==> config.mk <==
export PLATFORM = sky130hd
export DESIGN_NAME = uart_rx_ctrl
export DESIGN_NICKNAME = d
export VERILOG_FILES = /design/src/rtl/uart_pkg.sv /design/src/rtl/rx_fifo.sv /design/src/rtl/uart_rx_ctrl.sv
export SDC_FILE = /design/constraint.sdc
export NUM_CORES = 1
export LEC_CHECK = 0
export BUFFER_PORTS_ARGS = -buffer_cell sky130_fd_sc_hd__buf_4
export CAP_MARGIN = 5
export CORE_ASPECT_RATIO = 0.6
export CORE_MARGIN = 2
export CORE_UTILIZATION = 33
export CTS_BUF_LIST = sky130_fd_sc_hd__clkbuf_4
export DETAILED_ROUTE_END_ITERATION = 6
export PLACE_DENSITY = 0.6
export SYNTH_ARGS = -nofsm -noshare
export SYNTH_HDL_FRONTEND = slang
export SYNTH_HIERARCHICAL = 1
export SYNTH_SLANG_ARGS = --single-unit
==> constraint.sdc <==
create_clock -name clk -period 4.3 [get_ports clk]
set_clock_uncertainty 0.1 [all_clocks]
set_input_delay 0.215 -clock clk [delete_from_list [all_inputs] [get_ports clk]]
set_output_delay 0.215 -clock clk [all_outputs]
set_load 0.05 [all_outputs]
==> src/rtl/uart_pkg.sv <==
// Shared definitions for the UART receive controller: register map, bit
// positions, config FSM encoding and FIFO entry layout.
package uart_pkg;

    localparam int unsigned DATA_W = 8;
    localparam int unsigned ERR_W  = 3;

    localparam logic [1:0] ADDR_DATA    = 2'd0;
    localparam logic [1:0] ADDR_STATUS  = 2'd1;
    localparam logic [1:0] ADDR_CTRL    = 2'd2;
    localparam logic [1:0] ADDR_ERRSTAT = 2'd3;

    localparam int unsigned CTRL_IE_RX  = 5;
    localparam int unsigned CTRL_IE_ERR = 6;
    localparam int unsigned CTRL_FLUSH  = 7;

    localparam int unsigned ERRSTAT_OVR = 3;
    localparam int unsigned ERRSTAT_TAG = 4;

    localparam int unsigned RXERR_PARITY = 0;
    localparam int unsigned RXERR_START  = 1;
    localparam int unsigned RXERR_STOP   = 2;

    typedef enum logic [1:0] {
        IDLE_CFG = 2'd0,
        APPLIED  = 2'd1,
        PENDING  = 2'd2
    } cfg_state_e;

    // Field order matches CTRL[4:0]
    typedef struct packed {
        logic [1:0] baud;
        logic [1:0] parity;
        logic       en;
    } cfg_t;

    typedef struct packed {
        logic              tag;
        logic [DATA_W-1:0] data;
    } rx_entry_t;

endpackage

==> src/rtl/rx_fifo.sv <==
// Synchronous FIFO of received bytes with error tag; flush dominates push,
// a pop on a full FIFO makes room for a same-cycle push.
module rx_fifo
    import uart_pkg::*;
#(
    parameter int unsigned DEPTH = 8,
    localparam int unsigned AW = $clog2(DEPTH),
    localparam int unsigned CW = AW + 1
) (
    input  logic          clk,
    input  logic          reset,
    input  logic          push,
    input  logic          pop,
    input  logic          flush,
    input  rx_entry_t     wdata,
    output rx_entry_t     head_c,
    output logic [CW-1:0] count,
    output logic          full_c,
    output logic          empty_c,
    output logic          overrun_c
);

    logic [AW-1:0] wr_ptr;
    logic [AW-1:0] rd_ptr;
    rx_entry_t     mem [DEPTH];
    logic          do_push_c;
    logic          do_pop_c;

    assign empty_c   = (count == '0);
    assign full_c    = (count == CW'(DEPTH));
    assign do_pop_c  = pop & ~empty_c & ~flush;
    assign do_push_c = push & ~flush & (~full_c | do_pop_c);
    assign overrun_c = push & full_c & ~pop & ~flush;
    assign head_c    = mem[rd_ptr];

    always_ff @(posedge clk or negedge reset) begin
        if (!reset) begin
            wr_ptr <= '0;
            rd_ptr <= '0;
            count  <= '0;
        end else if (flush) begin
            wr_ptr <= '0;
            rd_ptr <= '0;
            count  <= '0;
        end else begin
            if (do_push_c) wr_ptr <= wr_ptr + AW'(1);
            if (do_pop_c)  rd_ptr <= rd_ptr + AW'(1);
            count <= count + CW'(do_push_c) - CW'(do_pop_c);
        end
    end

    // Storage is not reset; entries are only observed while count is non-zero
    always_ff @(posedge clk) begin
        if (do_push_c) mem[wr_ptr] <= wdata;
    end

endmodule

==> src/rtl/uart_rx_ctrl.sv <==
// Bus-facing controller for the UART receiver: staged config apply between
// frames, byte capture into a FIFO, sticky error status and interrupt.
module uart_rx_ctrl
    import uart_pkg::*;
#(
    parameter int unsigned DEPTH    = 8,
    parameter logic [7:0]  CTRL_RST = 8'h00
) (
    input  logic              clk,
    input  logic              reset,
    input  logic              rx_active,
    input  logic              rx_done,
    input  logic [ERR_W-1:0]  rx_error,
    input  logic [DATA_W-1:0] rx_data,
    output logic [1:0]        cfg_parity_type,
    output logic [1:0]        cfg_baud_rate,
    output logic              rx_enable,
    input  logic              bus_sel,
    input  logic              bus_we,
    input  logic [1:0]        bus_addr,
    input  logic [7:0]        bus_wdata,
    output logic [7:0]        bus_rdata,
    output logic              irq
);

    localparam int unsigned CW = $clog2(DEPTH) + 1;

    cfg_state_e    state_q, state_d;
    cfg_t          shadow_q, cfg_q;
    logic          ie_rx_q, ie_err_q;
    logic          rx_done_q;
    logic [3:0]    errstat_q;
    logic          apply_c;
    logic          rd_c, wr_c, ctrl_wr_c, flush_c, pop_c, push_c;
    logic [3:0]    err_set_c, err_clr_c;
    logic [7:0]    rdata_c;
    rx_entry_t     head_c;
    logic [CW-1:0] count;
    logic          full_c, empty_c, overrun_c, head_tag_c;

    assign rd_c      = bus_sel & ~bus_we;
    assign wr_c      = bus_sel & bus_we;
    assign ctrl_wr_c = wr_c & (bus_addr == ADDR_CTRL);
    assign flush_c   = ctrl_wr_c & bus_wdata[CTRL_FLUSH];
    assign pop_c     = rd_c & (bus_addr == ADDR_DATA);
    assign push_c    = rx_done & ~rx_done_q & cfg_q.en;

    rx_fifo #(.DEPTH(DEPTH)) u_fifo (
        .clk       (clk),
        .reset     (reset),
        .push      (push_c),
        .pop       (pop_c),
        .flush     (flush_c),
        .wdata     ({|rx_error, rx_data}),
        .head_c    (head_c),
        .count     (count),
        .full_c    (full_c),
        .empty_c   (empty_c),
        .overrun_c (overrun_c)
    );

    // Config FSM: pending settings wait for an idle receiver; a new write restarts the wait
    always_comb begin
        state_d = state_q;
        apply_c = 1'b0;
        case (state_q)
            IDLE_CFG, APPLIED: begin
                if (ctrl_wr_c) state_d = PENDING;
            end
            PENDING: begin
                if (ctrl_wr_c) begin
                    state_d = PENDING;
                end else if (!rx_active) begin
                    apply_c = 1'b1;
                    state_d = APPLIED;
                end
            end
            default: state_d = IDLE_CFG;
        endcase
    end

    always_ff @(posedge clk or negedge reset) begin
        if (!reset) state_q <= IDLE_CFG;
        else        state_q <= state_d;
    end

    always_ff @(posedge clk or negedge reset) begin
        if (!reset) begin
            shadow_q <= cfg_t'(CTRL_RST[4:0]);
            cfg_q    <= cfg_t'(CTRL_RST[4:0]);
            ie_rx_q  <= CTRL_RST[CTRL_IE_RX];
            ie_err_q <= CTRL_RST[CTRL_IE_ERR];
        end else begin
            if (ctrl_wr_c) begin
                shadow_q <= cfg_t'(bus_wdata[4:0]);
                ie_rx_q  <= bus_wdata[CTRL_IE_RX];
                ie_err_q <= bus_wdata[CTRL_IE_ERR];
            end
            if (apply_c) cfg_q <= shadow_q;
        end
    end

    assign cfg_parity_type = cfg_q.parity;
    assign cfg_baud_rate   = cfg_q.baud;
    assign rx_enable       = cfg_q.en;

    // Set beats a same-cycle write-1-to-clear
    assign err_set_c = {overrun_c,
                        push_c & rx_error[RXERR_STOP],
                        push_c & rx_error[RXERR_START],
                        push_c & rx_error[RXERR_PARITY]};
    assign err_clr_c = (wr_c && bus_addr == ADDR_ERRSTAT) ? bus_wdata[3:0] : 4'h0;
    assign head_tag_c = ~empty_c & head_c.tag;

    always_comb begin
        rdata_c = 8'h00;
        case (bus_addr)
            ADDR_DATA:    rdata_c = empty_c ? 8'h00 : head_c.data;
            ADDR_STATUS:  rdata_c = {(state_q == PENDING), rx_active, full_c, empty_c, 4'(count)};
            ADDR_CTRL:    rdata_c = {1'b0, ie_err_q, ie_rx_q, shadow_q};
            ADDR_ERRSTAT: begin
                rdata_c[ERRSTAT_OVR:0] = errstat_q;
                rdata_c[ERRSTAT_TAG]   = head_tag_c;
            end
            default:      rdata_c = 8'h00;
        endcase
    end

    always_ff @(posedge clk or negedge reset) begin
        if (!reset) begin
            rx_done_q <= 1'b0;
            errstat_q <= 4'h0;
            bus_rdata <= 8'h00;
            irq       <= 1'b0;
        end else begin
            rx_done_q <= rx_done;
            errstat_q <= (errstat_q & ~err_clr_c) | err_set_c;
            if (rd_c) bus_rdata <= rdata_c;
            irq <= (ie_rx_q & ~empty_c) | (ie_err_q & (|errstat_q));
        end
    end

endmodule

==> results.ini, run 1 <==
[run_status]
result_of_the_run=finished, final reports clean

[global_route]
total_global_routing_overflow=0
track_usage_pct=13.9
antenna_found_initial=0
grt_pass1_vias=2972
grt_max_degree=39
grt_pass1_wl_um=16700

[clocking]
clk_pin_slew_worst_paths_ns=0.16
tritoncts.num_buffers=9
number_of_clock_sinks=110
clkLatencyLatePin_ns=0.47
ctsHoldBuffers=25
cts-resized-gates=0
clock_path_buffers=2
cts_root_buf=sky130_fd_sc_hd__clkbuf_4
cts_h_tree_lvls=3
tritoncts=yes
post_cts_setup_buffers=0

[route]
highest-signal-layer=met4
detailroute.wirelength.met3_um=561
antenna_left=0
post-route-drc-count=0
met2_length_um=4500
wl_um=10300
route.vias.total=2893
avgRoutedWirePerCell_um=17.7
first_pass_iters=4
total_routed_wire_length_on_the_met1_layer_um=5180
drt-vias-per-instance=4.95
drt_iter0_markers=221

[synth]
yosysUniqueCellTypes=51
synthCells=309
synth-warning-count=6
seq_area_frac_synth_pct=64.2
synth.area.top_cells=sky130_fd_sc_hd__edfxtp_1, sky130_fd_sc_hd__dfrtp_1, sky130_fd_sc_hd__mux4_2, sky130_fd_sc_hd__mux2_2, sky130_fd_sc_hd__mux4_1
synth_enable_flop_cells=72
synth-seq-cells=110
most_instantiated_flip_flop_cell_in_the_synthesis_netlist=sky130_fd_sc_hd__edfxtp_1
mappedNetlistArea_um2=4850
fraction_of_synthesis_flops_using_an_asynchronous_set_or_reset_pin_pct=34.5
synth_fp_nets=344
synth.top_cell.area_share_pct=44.6
yosys-top-cells-count=sky130_fd_sc_hd__edfxtp_1, sky130_fd_sc_hd__dfrtp_1, sky130_fd_sc_hd__mux2_2
synth.avg_cell_area_um2=15.7
yosys.cell_count.top_type=sky130_fd_sc_hd__edfxtp_1
synth.largest_area_cell=sky130_fd_sc_hd__edfxtp_1

[place]
routabilityCongestion=0.788
dp_hpwl_um=7130
port_buffers=40
placed_instance_area_um2=5420

[critical_path]
crit_type=primary input to flop
reg2regPathDepth=9
worstPathCellList=dlygate4sd3_1 -> buf_4 -> nand4b_1 -> nor2_1 -> buf_4 -> nand2b_1 -> or2_2 -> nor3_1 -> buf_4
data_arrival_time_of_the_critical_path_ns=2.86
reg2reg_slack_ns=1.66
critPathLaunchType=primary input
crit-reg2reg-capture=u_fifo/count[1]$_DFF_PN0_
critical-path-max-stage-delay_ns=0.55
rr_startpoint=u_fifo/count[2]$_DFF_PN0_
timing.critical_path.buf_inv=4
critical_path_data_required_time_ns=4.39
critPathTopFamily=simple AND/OR/NAND/NOR gates
critical_path.most_common_cell=sky130_fd_sc_hd__buf_4
crit_path_max_fanout=20
worst_path_max_delay_cell=sky130_fd_sc_hd__dlygate4sd3_1
crit_path_end_kind=flop

[timing]
post-route-min-period_ns=2.76
min_period_over_period_pct=64.3
grt_setup_unrepaired=false
setup_violations=0
timing.setup.tns_ns=0
max_slew.worst_pin.slew_ns=0.932
maxClockFrequency_ghz=0.362
final-max-slew-violation-count=0
max-slew-margin-rel_pct=37.8
total_count_of_hold_check_failures_in_the_final_report=0

[power_and_ir_drop]
cellLeakagePower_nw=2.17
peakVddDrop_v=0.000174
cellPowerDensity_nw_per_um2=536

[min_path]
worst_hold_path.endpoint=u_fifo/count[0]$_DFF_PN0_
worst_hold_path_type=primary input to flop
worstHoldPathCells=4
min-delay-start=bus_wdata[7]

[layout]
diodes=0
drive_above_1_share_pct=29.0
final_util_pct=40.5
area_delta_synth_final_pct=20.5
finalInstanceArea_um2=5840
design.final.nets=416

[floorplanning]
initial_core_utilization_pct=33.6
floorplan.die.width_um=160
dieHeight_um=97.9
core_um2=14400
die_area_um2=15700
core.rowCount=34
ioPinCount=41

[run]
max-cap-violations=0

[worst max-delay path by stage]
stage | startpoint | slack (ns) | depth (start not counted) | endpoint
after floorplan | bus_we | 1.17 | 7 | u_fifo/mem[2][0]$_DFFE_PP_
after global placement | bus_we | 1.37 | 8 | u_fifo/mem[3][6]$_DFFE_PP_
after detailed placement | bus_we | 1.38 | 8 | u_fifo/mem[1][6]$_DFFE_PP_
after CTS | bus_addr[1] | 1.59 | 9 | u_fifo/mem[1][3]$_DFFE_PP_
after global routing | bus_addr[1] | 1.35 | 11 | u_fifo/count[2]$_DFF_PN0_
final | bus_addr[1] | 1.54 | 9 | u_fifo/mem[1][6]$_DFFE_PP_
[sequential cells by signal (all words and copies together) (netlist names)]
| register | flops |
|---|---|
| errstat_q | 4 |
| ie_rx_q | 1 |
| irq | 1 |
| cfg_baud_rate | 2 |
| rx_enable | 1 |
| cfg_parity_type | 2 |
| ie_err_q | 1 |
| u_fifo/rd_ptr | 3 |
| u_fifo/mem | 72 |
| u_fifo/count | 4 |
| rx_done_q | 1 |
| state_q | 2 |
| bus_rdata | 8 |
| shadow_q | 5 |
| u_fifo/wr_ptr | 3 |
[cells in the final DEF (no fill, tap or decap), types with 3 or more instances in the layout]
master                           n
sky130_fd_sc_hd__dlygate4sd3_1  25
sky130_fd_sc_hd__o31ai_1         6
sky130_fd_sc_hd__nand4b_1        3
sky130_fd_sc_hd__o21ai_0         4
sky130_fd_sc_hd__a221oi_1        4
sky130_fd_sc_hd__nor2_1         10
sky130_fd_sc_hd__nor2b_1         6
sky130_fd_sc_hd__nand2_1        18
sky130_fd_sc_hd__a21oi_1         4
sky130_fd_sc_hd__mux2i_1         5
sky130_fd_sc_hd__inv_1           8
sky130_fd_sc_hd__edfxtp_1       72
sky130_fd_sc_hd__nor3_1          6
sky130_fd_sc_hd__a22o_1          3
sky130_fd_sc_hd__dfrtp_1        38
sky130_fd_sc_hd__mux4_1          5
sky130_fd_sc_hd__buf_4          54
sky130_fd_sc_hd__a21o_1          4
sky130_fd_sc_hd__mux2_2         22
sky130_fd_sc_hd__nand2b_1        7
sky130_fd_sc_hd__ha_1            7
sky130_fd_sc_hd__mux4_2         13
sky130_fd_sc_hd__and2_1          4
sky130_fd_sc_hd__nand3b_1        6
sky130_fd_sc_hd__clkbuf_4        9
[through the flow]
step	total power [mW]	hold WS, ns	setup WS [ns]	instances
after floorplan	2.21	-0.181	1.17	309
after global placement	2.50	0.110	1.37	543
after detailed placement	2.53	0.106	1.38	543
after CTS	3.16	0.0523	1.59	584
after global routing	3.32	0.0772	1.35	584
final	3.13	0.0866	1.54	584
[worst min-delay path: cells and delay by family]
| kind | cells | cell delay [ns] |
|---|---|---|
| buf+inv | 2 | 0.15 |
| simple gates | 2 | 0.25 |
[power breakdown]
group / internal, mW / leakage (nW) / switching, mW / total (mW)
clock: 0.244 / 0.0928 / 0.347 / 0.592
combinational: 0.522 / 0.962 / 0.529 / 1.05
sequential: 1.28 / 1.12 / 0.210 / 1.49
total: 2.04 / 2.17 / 1.09 / 3.13
[layout make-up]
| class | instances | area [µm²] |
|---|---|---|
| fill | 1321 | 8580 |
| sequential | 110 | 3110 |
| multi-input combinational | 173 | 1630 |
| timing repair buffer | 79 | 656 |
| tap | 198 | 248 |
| clock inverter | 7 | 103 |
| clock buffer | 9 | 67.6 |
| inverter | 8 | 30.0 |
[logic make-up after synthesis]
family | count (synthesis) | share of synthesized area [%]
multiplexers | 45 | 14.9
AO/OA/AOI/OAI | 39 | 6.04
flip-flops | 110 | 64.2
XOR/XNOR | 2 | 0.361
buffers and inverters | 26 | 2.74
adder cells (fa/ha/maj) | 8 | 2.22
AND/OR/NAND/NOR | 79 | 9.55
[metal layers]
layer,GRT usage [%],vias up
li1,-,1348
met1,21.4,1473
met2,19.9,65
met3,3.27,7
met4,3.33,0
met5,0,-
No activity file was read; power rests on OpenSTA's default activity.
==> run 2: changes to the inputs <==
PLACE_DENSITY = 0.62   (was 0.6)
clock period = 2.47 ns   (was 4.3 ns; I/O delays follow)
==> run 2 against run 1 <==
  * Utilization rose by 1.5 points
  * Worst setup slack lost 1.4 ns
  * Final cell count up 4.1%
  * Global-route usage grew 0.54 points
  * Count of clock-buffer cells in the layout is the same
  * Flip-flop and latch count stayed put
  * Critical path depth is 4 higher
  * First-iteration DRC count is 24% lower
  * Total power increased by 75%
  * Combinational power grew 95%
  * Largest power group unchanged
  * Wire length is 2.4% higher
  * Sequential power rose by 70%
==> results.ini, run 2 (synthesized netlist as in run 1, its figures left out) <==
[run_status]
result_of_the_run=finished, final reports clean  ; unchanged

[layout]
final_util_pct=42.0  ; was 40.5%
largest_register_ffs=72  ; unchanged
diodes=0  ; unchanged
registers.top_by_ff_count=u_fifo/mem  ; unchanged
drive_above_1_share_pct=34.1  ; was 29.0%
mostFrequentLayoutCells=sky130_fd_sc_hd__buf_4, sky130_fd_sc_hd__edfxtp_1, sky130_fd_sc_hd__dfrtp_1  ; was sky130_fd_sc_hd__edfxtp_1, sky130_fd_sc_hd__buf_4, sky130_fd_sc_hd__dfrtp_1
mostFrequentLayoutCell=sky130_fd_sc_hd__buf_4  ; was sky130_fd_sc_hd__edfxtp_1
design.final.nets=440  ; was 416
reg.largest.list=u_fifo/mem (72), bus_rdata (8), shadow_q (5)  ; unchanged
finalInstanceArea_um2=6050  ; was 5840 µm²
area_delta_synth_final_pct=24.9  ; was 20.5%

[floorplanning]
core.rowCount=34  ; unchanged
die_area_um2=15700  ; unchanged
initial_core_utilization_pct=33.6  ; unchanged
floorplan.die.width_um=160  ; unchanged
ioPinCount=41  ; unchanged
core_um2=14400  ; unchanged
dieHeight_um=97.9  ; unchanged

[global_route]
grt_pass1_wl_um=17400  ; was 16700 µm
antenna_found_initial=0  ; unchanged
track_usage_pct=14.5  ; was 13.9%
grt_pass1_vias=3122  ; was 2972
total_global_routing_overflow=0  ; unchanged
grt_max_degree=39  ; unchanged

[timing]
grt_setup_unrepaired=true  ; was false
min_period_over_period_pct=94.9
max_slew.worst_pin.slew_ns=0.758  ; was 0.932 ns
max-slew-margin-rel_pct=49.1  ; was 37.8%
worst_slack_ns=0.126  ; was 1.54 ns
setup_violations=0  ; unchanged
final-max-slew-violation-count=0  ; unchanged
maxClockFrequency_ghz=0.427
post-route-min-period_ns=2.34
total_count_of_hold_check_failures_in_the_final_report=0  ; unchanged

[place]
routabilityCongestion=0.783  ; was 0.788
placed_instance_area_um2=5590  ; was 5420 µm²
dp_hpwl_um=7650  ; was 7130 µm
post-place-ws_ns=-0.106  ; was 1.38 ns
port_buffers=40  ; unchanged

[power_and_ir_drop]
p_total_mw=5.49  ; was 3.13 mW
peakVddDrop_v=0.000320  ; was 0.000174 V
cellLeakagePower_nw=2.29  ; was 2.17 nW
power_frac_seq_pct=46.3  ; was 47.5%
swShare_pct=36.3  ; was 34.7%
p_comb_share_pct=37.4  ; was 33.6%
intPower_mw=3.50  ; was 2.04 mW
clock_power_share_pct=16.2  ; was 18.9%
cellPowerDensity_nw_per_um2=906  ; was 536 nW/µm²
p_switching_mw=1.99  ; was 1.09 mW

[route]
wl_um=10600  ; was 10300 µm
drt-vias-per-instance=4.91  ; was 4.95
post-route-drc-count=0  ; unchanged
route.vias.total=2988  ; was 2893
antenna_left=0  ; unchanged
drt_iter0_markers=169  ; was 221
first_pass_iters=4  ; unchanged
avgRoutedWirePerCell_um=17.4  ; was 17.7 µm

[critical_path]
worstPathCellList=dlygate4sd3_1 -> buf_4 -> nand4b_1 -> nor2_1 -> buf_4 -> buf_8 -> o21bai_1 -> o32a_1 -> o41ai_2 -> ha_1 -> fa_1 -> xnor2_1 -> nor2_1  ; was dlygate4sd3_1 -> buf_4 -> nand4b_1 -> nor2_1 -> buf_4 -> nand2b_1 -> or2_2 -> nor3_1 -> buf_4
rr_startpoint=u_fifo/count[2]$_DFF_PN0_  ; unchanged
reg2reg_slack_ns=0.13  ; was 1.66 ns
crit_type=primary input to flop  ; unchanged
critical-path-max-stage-delay_ns=0.53  ; was 0.55 ns
crit-reg2reg-capture=u_fifo/mem[6][3]$_DFFE_PP_  ; was u_fifo/count[1]$_DFF_PN0_
crit_path_max_fanout=14  ; was 20
worst_path_max_delay_cell=sky130_fd_sc_hd__dlygate4sd3_1  ; unchanged
critical_path.startpoint=bus_addr[1]  ; unchanged
critPathTopFamily=buffers and inverters  ; was simple AND/OR/NAND/NOR gates
crit_path_end_kind=flop  ; unchanged
data_arrival_time_of_the_critical_path_ns=2.65  ; was 2.86 ns
timing.critical_path.buf_inv=4  ; unchanged
critical_path_data_required_time_ns=2.77  ; was 4.39 ns
reg2regPathDepth=6  ; was 9
critPathLaunchType=primary input  ; unchanged

[clocking]
clock_path_buffers=2  ; unchanged
clk_pin_slew_worst_paths_ns=0.19  ; was 0.16 ns
tritoncts.num_buffers=9  ; unchanged
clkLatencyLatePin_ns=0.48  ; was 0.47 ns
number_of_clock_sinks=110  ; unchanged
cts_h_tree_lvls=3  ; unchanged
cts_root_buf=sky130_fd_sc_hd__clkbuf_4  ; unchanged
tritoncts=yes  ; unchanged

[min_path]
worst_hold_path_type=primary input to async pin  ; was primary input to flop

[run]
max-cap-violations=0  ; unchanged

run 2: how the worst max path moves through the flow:
stage                                 endpoint  slack (ns)  depth (start not counted)
finish               u_fifo/count[2]$_DFF_PN0_        0.13                         13
global route         u_fifo/count[2]$_DFF_PN0_      -0.007                         13
CTS                 u_fifo/mem[0][2]$_DFFE_PP_        0.03                          7
detailed placement  u_fifo/mem[2][7]$_DFFE_PP_       -0.11                          7
global placement    u_fifo/mem[6][6]$_DFFE_PP_       -0.22                          7
floorplan           u_fifo/mem[3][0]$_DFFE_PP_       -0.21                          6
run 2: layout make-up:
class	instances	area, µm²
inverter	8	30.0
sequential	110	3110
clock inverter	7	73.8
clock buffer	9	67.6
tap	198	248
multi-input combinational	173	1680
timing repair buffer	103	846
fill	1323	8370
run 2: power groups by stage:
stage / clock network [mW] / logic (mW) / registers, mW
2_1_floorplan: 0 / 1.18 / 2.69
3_3_place_gp: 0 / 1.95 / 2.56
3_5_place_dp: 0 / 1.98 / 2.57
4_1_cts: 0.929 / 2.06 / 2.54
5_1_grt: 0.997 / 2.24 / 2.59
6_report: 0.891 / 2.05 / 2.54
run 2: per-stage QoR:
step	TNS (ns)	hold slack [ns]	std cells
after floorplan	-5.39	-0.272	309
after global placement	-2.41	0.0253	562
after detailed placement	-1.45	0.0300	563
after CTS	0	0.00440	605
after global routing	-0.00717	0.0363	608
final	0	0.0271	608
run 2: timing repair:
| action | CTS | global route |
|---|---|---|
| setup endpoints to repair | 27 | 42 |
| pin swaps | 0 | 3 |
| hold buffers | 26 | 0 |
| buffers inserted | 0 | 4 |
| hold endpoints to repair | 122 | 0 |
| resized for setup | 3 | 5 |
run 2: per-layer routing:
metal | track usage [%] | vias to the layer above | wire (µm)
li1 | - | 1397 | -
met2 | 21.4 | 69 | 4620
met5 | 0 | - | 0
met3 | 3.99 | 9 | 573
met4 | 2.98 | 0 | 85
met1 | 21.4 | 1513 | 5300
